### src/rtl/spi_flash_reader.sv
// SPI NOR flash reader: issues a 0x03 READ with a 24-bit address and returns
// the next four bytes as a little-endian 32-bit word (SPI mode 0).
module spi_flash_reader #(
  parameter int CLK_DIV = 2,
  parameter int CS_GAP  = 4
) (
  input  logic        clk,
  input  logic        rst,
  input  logic        req_valid,
  output logic        req_ready,
  input  logic [23:0] req_addr,
  output logic        rsp_valid,
  output logic [31:0] rsp_data,
  output logic        spi_csb,
  output logic        spi_clk,
  output logic        spi_mosi,
  input  logic        spi_miso
);

  typedef enum logic [1:0] {
    S_IDLE  = 2'd0,
    S_SHIFT = 2'd1,
    S_GAP   = 2'd2
  } state_t;

  localparam logic [7:0] CMD_READ = 8'h03;
  localparam logic [7:0] DIV_LAST = 8'(CLK_DIV - 1);
  // The IDLE cycle before the next acceptance also keeps CSB high.
  localparam logic [7:0] GAP_LAST = (CS_GAP > 1) ? 8'(CS_GAP - 2) : 8'd0;

  function automatic logic [31:0] byte_swap(input logic [31:0] v);
    return {v[7:0], v[15:8], v[23:16], v[31:24]};
  endfunction

  state_t      r_state, w_state;
  logic [7:0]  r_div, w_div;
  logic [5:0]  r_bit, w_bit;
  logic [31:0] r_shift, w_shift;
  logic [31:0] r_data, w_data;
  logic        r_ready, w_ready;
  logic        r_rsp_valid, w_rsp_valid;
  logic        r_csb, w_csb;
  logic        r_sclk, w_sclk;
  logic        r_mosi, w_mosi;

  assign req_ready = r_ready;
  assign rsp_valid = r_rsp_valid;
  assign rsp_data  = r_data;
  assign spi_csb   = r_csb;
  assign spi_clk   = r_sclk;
  assign spi_mosi  = r_mosi;

  // State and output registers.
  always_ff @(posedge clk or posedge rst) begin
    if (rst) begin
      r_state     <= S_IDLE;
      r_div       <= 8'd0;
      r_bit       <= 6'd0;
      r_shift     <= 32'd0;
      r_data      <= 32'd0;
      r_ready     <= 1'b0;
      r_rsp_valid <= 1'b0;
      r_csb       <= 1'b1;
      r_sclk      <= 1'b0;
      r_mosi      <= 1'b0;
    end else begin
      r_state     <= w_state;
      r_div       <= w_div;
      r_bit       <= w_bit;
      r_shift     <= w_shift;
      r_data      <= w_data;
      r_ready     <= w_ready;
      r_rsp_valid <= w_rsp_valid;
      r_csb       <= w_csb;
      r_sclk      <= w_sclk;
      r_mosi      <= w_mosi;
    end
  end

  // Next-state and next-output logic.
  always_comb begin
    w_state     = r_state;
    w_div       = r_div;
    w_bit       = r_bit;
    w_shift     = r_shift;
    w_data      = r_data;
    w_rsp_valid = 1'b0;
    w_csb       = r_csb;
    w_sclk      = r_sclk;
    w_mosi      = r_mosi;
    case (r_state)
      S_IDLE: begin
        if (req_valid && r_ready) begin
          w_state = S_SHIFT;
          w_div   = 8'd0;
          w_bit   = 6'd0;
          w_shift = {CMD_READ, req_addr};
          w_csb   = 1'b0;
          w_sclk  = 1'b0;
          w_mosi  = CMD_READ[7];
        end else begin
          w_state = S_IDLE;
        end
      end
      S_SHIFT: begin
        if (r_div != DIV_LAST) begin
          w_div = r_div + 8'd1;
        end else if (!r_sclk) begin
          w_div  = 8'd0;
          w_sclk = 1'b1;
        end else begin
          // End of a high phase: advance MOSI and sample MISO (in-bits only).
          w_div   = 8'd0;
          w_sclk  = 1'b0;
          w_shift = {r_shift[30:0], (r_bit >= 6'd32) ? spi_miso : 1'b0};
          w_mosi  = (r_bit < 6'd31) ? r_shift[30] : 1'b0;
          if (r_bit == 6'd63) begin
            w_state     = S_GAP;
            w_csb       = 1'b1;
            w_rsp_valid = 1'b1;
            w_data      = byte_swap(w_shift);
          end else begin
            w_bit = r_bit + 6'd1;
          end
        end
      end
      S_GAP: begin
        if (r_div == GAP_LAST) begin
          w_state = S_IDLE;
        end else begin
          w_div = r_div + 8'd1;
        end
      end
      default: begin
        w_state = S_IDLE;
        w_csb   = 1'b1;
        w_sclk  = 1'b0;
        w_mosi  = 1'b0;
      end
    endcase
    w_ready = (w_state == S_IDLE);
  end

endmodule

### config.mk
export PLATFORM = sky130hd
export DESIGN_NAME = spi_flash_reader
export DESIGN_NICKNAME = d
export VERILOG_FILES = /design/src/rtl/spi_flash_reader.sv
export SDC_FILE = /design/constraint.sdc
export NUM_CORES = 1
export LEC_CHECK = 0
export ABC_CLOCK_PERIOD_IN_PS = 2900
export BUFFER_PORTS_ARGS = -buffer_cell sky130_fd_sc_hd__buf_2
export CAP_MARGIN = 20
export CELL_PAD_IN_SITES_DETAIL_PLACEMENT = 1
export CELL_PAD_IN_SITES_GLOBAL_PLACEMENT = 1
export CORE_AREA = 5 5 102 104
export CTS_CLUSTER_DIAMETER = 120
export DETAILED_ROUTE_END_ITERATION = 10
export DIE_AREA = 0 0 107 109
export PLACE_DENSITY = 0.85
export RECOVER_POWER = 100
export SLEW_MARGIN = 10
export SYNTH_ARGS = -nofsm -noshare
export SYNTH_HDL_FRONTEND = slang
export SYNTH_SLANG_ARGS = --single-unit
### constraint.sdc
create_clock -name clk -period 2.9 [get_ports clk]
set_clock_uncertainty 0.2 [all_clocks]
set_input_delay 0.145 -clock clk [delete_from_list [all_inputs] [get_ports clk]]
set_output_delay 0.145 -clock clk [all_outputs]
set_load 0.02 [all_outputs]
==> impl_metrics.json <==
{
  "cts_setup_buffers": 0,
  "syn_nets": 354,
  "timing.final.crit_share": 0.8978,
  "path_clk_slew_ns": 0.09,
  "nFillCells": 1022,
  "fmax_mhz": 384.1,
  "syn_avg_cell_area_um2": 13.16,
  "grt_usage": 0.1858,
  "power_leakage_nw": 2.315,
  "portBuffers": 64,
  "hold_class": "in -> reg",
  "die_h_um": 109,
  "drt_iter0_markers": 134,
  "drtPass1Iterations": 4,
  "top_usage_layer": "met2",
  "finalSetupViolCount": 0,
  "clock_sinks": 84,
  "peakVddDrop_mv": 0.2892,
  "status": "complete, but fails checks",
  "rows": 36,
  "pre_cts_slack_ns": 0.5310,
  "layout-drive-gt1-share": 0.2663,
  "grtUsageMet3": 0.03079,
  "synth_cells": 316,
  "cts_resized": 0,
  "power_density_nw_per_um2": 461.8,
  "yosys.cell_types.count": 47,
  "cp_max_fo": 32,
  "clk_latency_ns": 0.36,
  "grt_max_degree": 75,
  "ys_warn_count": 0,
  "grt_pass1_vias": 3200,
  "area_growth_pct": 17.82,
  "max_slew_margin": 0.5175,
  "tightest_slew_ns": 0.7237,
  "cts_root_buf": "clkbuf_8",
  "synth_edf_count": 0,
  "grt_use_met1": 0.2133,
  "path_class": "reg -> reg",
  "viasPerCell": 5.509,
  "start_util": 0.4396,
  "cts_max_level": 3,
  "core_area_um2": 9459,
  "io_pins": 65,
  "use_met2": 0.3368,
  "route.detailed.drc": 0,
  "antenna_left": 0,
  "fin_nets": 446,
  "hold_violations": 1,
  "endpoint_kind": "register",
  "wl_per_cell_um": 19.46,
  "die_w_um": 107,
  "synth_top_cells_by_area": "dfrtp_1 50%, mux2_2 15%, mux2_4 9.0%, ha_1 3.0%, inv_1 1.7%",
  "wirelength_um": 10250,
  "synth_ff_type": "dfrtp_1",
  "gp_congestion": 0.8106,
  "clockBufferDepth": 2,
  "violations": "hold timing",
  "vias": 2903,
  "cp_data_arrival_time_ns": 2.64,
  "post-route-min-period_ns": 2.604,
  "synth_top_area_share": 0.4995,
  "grt_overflow_total": 0,
  "n_antenna_cell": 0,
  "post_synth_instance_area_um2": 4158,
  "regArea_um2": 2103,
  "startpoint_type": "register",
  "cts_buffers": 9,
  "cts_tree": "built",
  "async_flop_share": 1.000,
  "hpwl_um": 6377,
  "antenna_found_initial": 0,
  "fin_ws_ns": 0.2964,
  "yosysSeqAreaShare": 0.5059,
  "ys_ff_latch": 84,
  "maxCapViolations": 0,
  "rsz0062_at_grt": "false",
  "hold_ws_ns": -0.007391,
  "slew_viol_final": 0,
  "cp_data_required_time_ns": 2.94,
  "yosysTopAreaCell": "dfrtp_1",
  "grt_pass1_wl_um": 16790,
  "die_area_um2": 11660,
  "multi_input_area_um2": 1792,
  "fin_tns_setup_ns": 0
}
critical path: stages, from the launching register on:
cell and delay (ns):
dfrtp_1 0.46, nor4_4 0.45, nand2_1 0.16, nor4_4 0.28, clkbuf_4 0.51, mux2_2 0.42
synth_stat cells (2+ instances only):
master	count
mux2_2	56
clkbuf_1	4
buf_4	3
inv_1	19
nand2_1	13
o31ai_1	5
nor3_1	2
mux2i_1	7
a32o_1	2
or3_1	2
nor4_1	2
or4_1	3
mux2_4	25
o211ai_1	6
nand3_1	9
and2_1	2
buf_6	4
a21oi_1	6
o21ai_0	7
ha_1	10
o2bb2ai_1	4
dfrtp_1	83
nand4_1	3
nor2_1	8
o41ai_1	2
nor4_4	2
nand2b_1	6
mux2_1	2
through the flow:
| step | util | cell area, um^2 | power (mW) | hold slack [ns] | cells |
|---|---|---|---|---|---|
| finish | 0.5179 | 4898 | 2.262 | -0.007391 | 527 |
| detailed placement | 0.4855 | 4592 | 1.316 | -0.1261 | 486 |
| global placement | 0.4855 | 4592 | 1.311 | -0.1275 | 486 |
| floorplan | - | 4158 | 1.276 | 0.09657 | 316 |
| global route | 0.5179 | 4898 | 2.362 | 0.01417 | 527 |
| CTS | 0.5353 | 5064 | 2.280 | 0.01390 | 527 |
state kept, by name (all words and copies together), names as in the netlist:
| signal | flops |
|---|---|
| r_div | 8 |
| req_ready | 1 |
| r_shift | 31 |
| rsp_data | 32 |
| r_state | 2 |
| spi_csb | 1 |
| spi_clk | 1 |
| r_bit | 6 |
| rsp_valid | 1 |
| spi_mosi | 1 |
layer usage:
metal / up-vias / share of wire
li1: 1329 / -
met2: 80 / 0.53
met3: 24 / 0.034
met1: 1470 / 0.40
met4: 0 / 0.028
met5: - / 0
what timing repair did:
item,4_1_cts,5_1_grt
hold endpoints to repair,109,0
hold buffers,25,0
endpoints found under the setup margin,0,0
cells by family (layout without fill, tap and decap cells):
group                    Yosys count  in the layout  synth area share
AO/OA/AOI/OAI                     42             42           0.07644
adder cells (fa/ha/maj)           10             10           0.03009
buffers and inverters             31            128           0.03822
flip-flops                        84             84            0.5059
multiplexers                      90             90            0.2642
AND/OR/NAND/NOR                   59             59           0.08517
worst paths after layout:
check / endpoint / cells past startpoint / slack [ns] / from
setup / recovery: rsp_data[9] / 5 / 0.30 / r_div[5]
hold / removal: r_shift[0] / 4 / -0.007 / req_addr[0]
setup reg to reg: rsp_data[9] / 5 / 0.30 / r_div[5]
hold reg to reg: spi_csb / 2 / 0.27 / spi_csb
max in group asynchronous: r_shift[28] / 4 / 1.63 / rst
min in group asynchronous: r_state[0] / 3 / 0.15 / rst
power breakdown:
group | internal [mW] | total, mW | leakage, nW | switching [mW]
clock | 0.495 | 0.957 | 0.108 | 0.462
sequential | 1.19 | 1.20 | 1.05 | 0.0146
combinational | 0.0584 | 0.103 | 1.15 | 0.0442
placed cells by master (no fill, tap or decap), types with 7 or more instances in the layout:
master and instances:
dfrtp_1 83, mux2_2 55, clkbuf_1 38, mux2_1 28, buf_2 27, dlygate4sd3_1 25
inv_1 18, nand2_1 13, ha_1 10, nand3_1 9, clkbuf_8 9, nor2_1 8
o21ai_0 7, mux2i_1 7
area by class of cell:
| type | count | share of cell area |
|---|---|---|
| Inverter | 19 | 0.01481 |
| Tap cell | 114 | 0.02912 |
| Multi-Input combinational cell | 201 | 0.3658 |
| Timing Repair Buffer | 93 | 0.1157 |
| Clock inverter | 6 | 0.01916 |
| Clock buffer | 10 | 0.02605 |
| Sequential cell | 84 | 0.4294 |
Power figures use the tool's default switching activity.
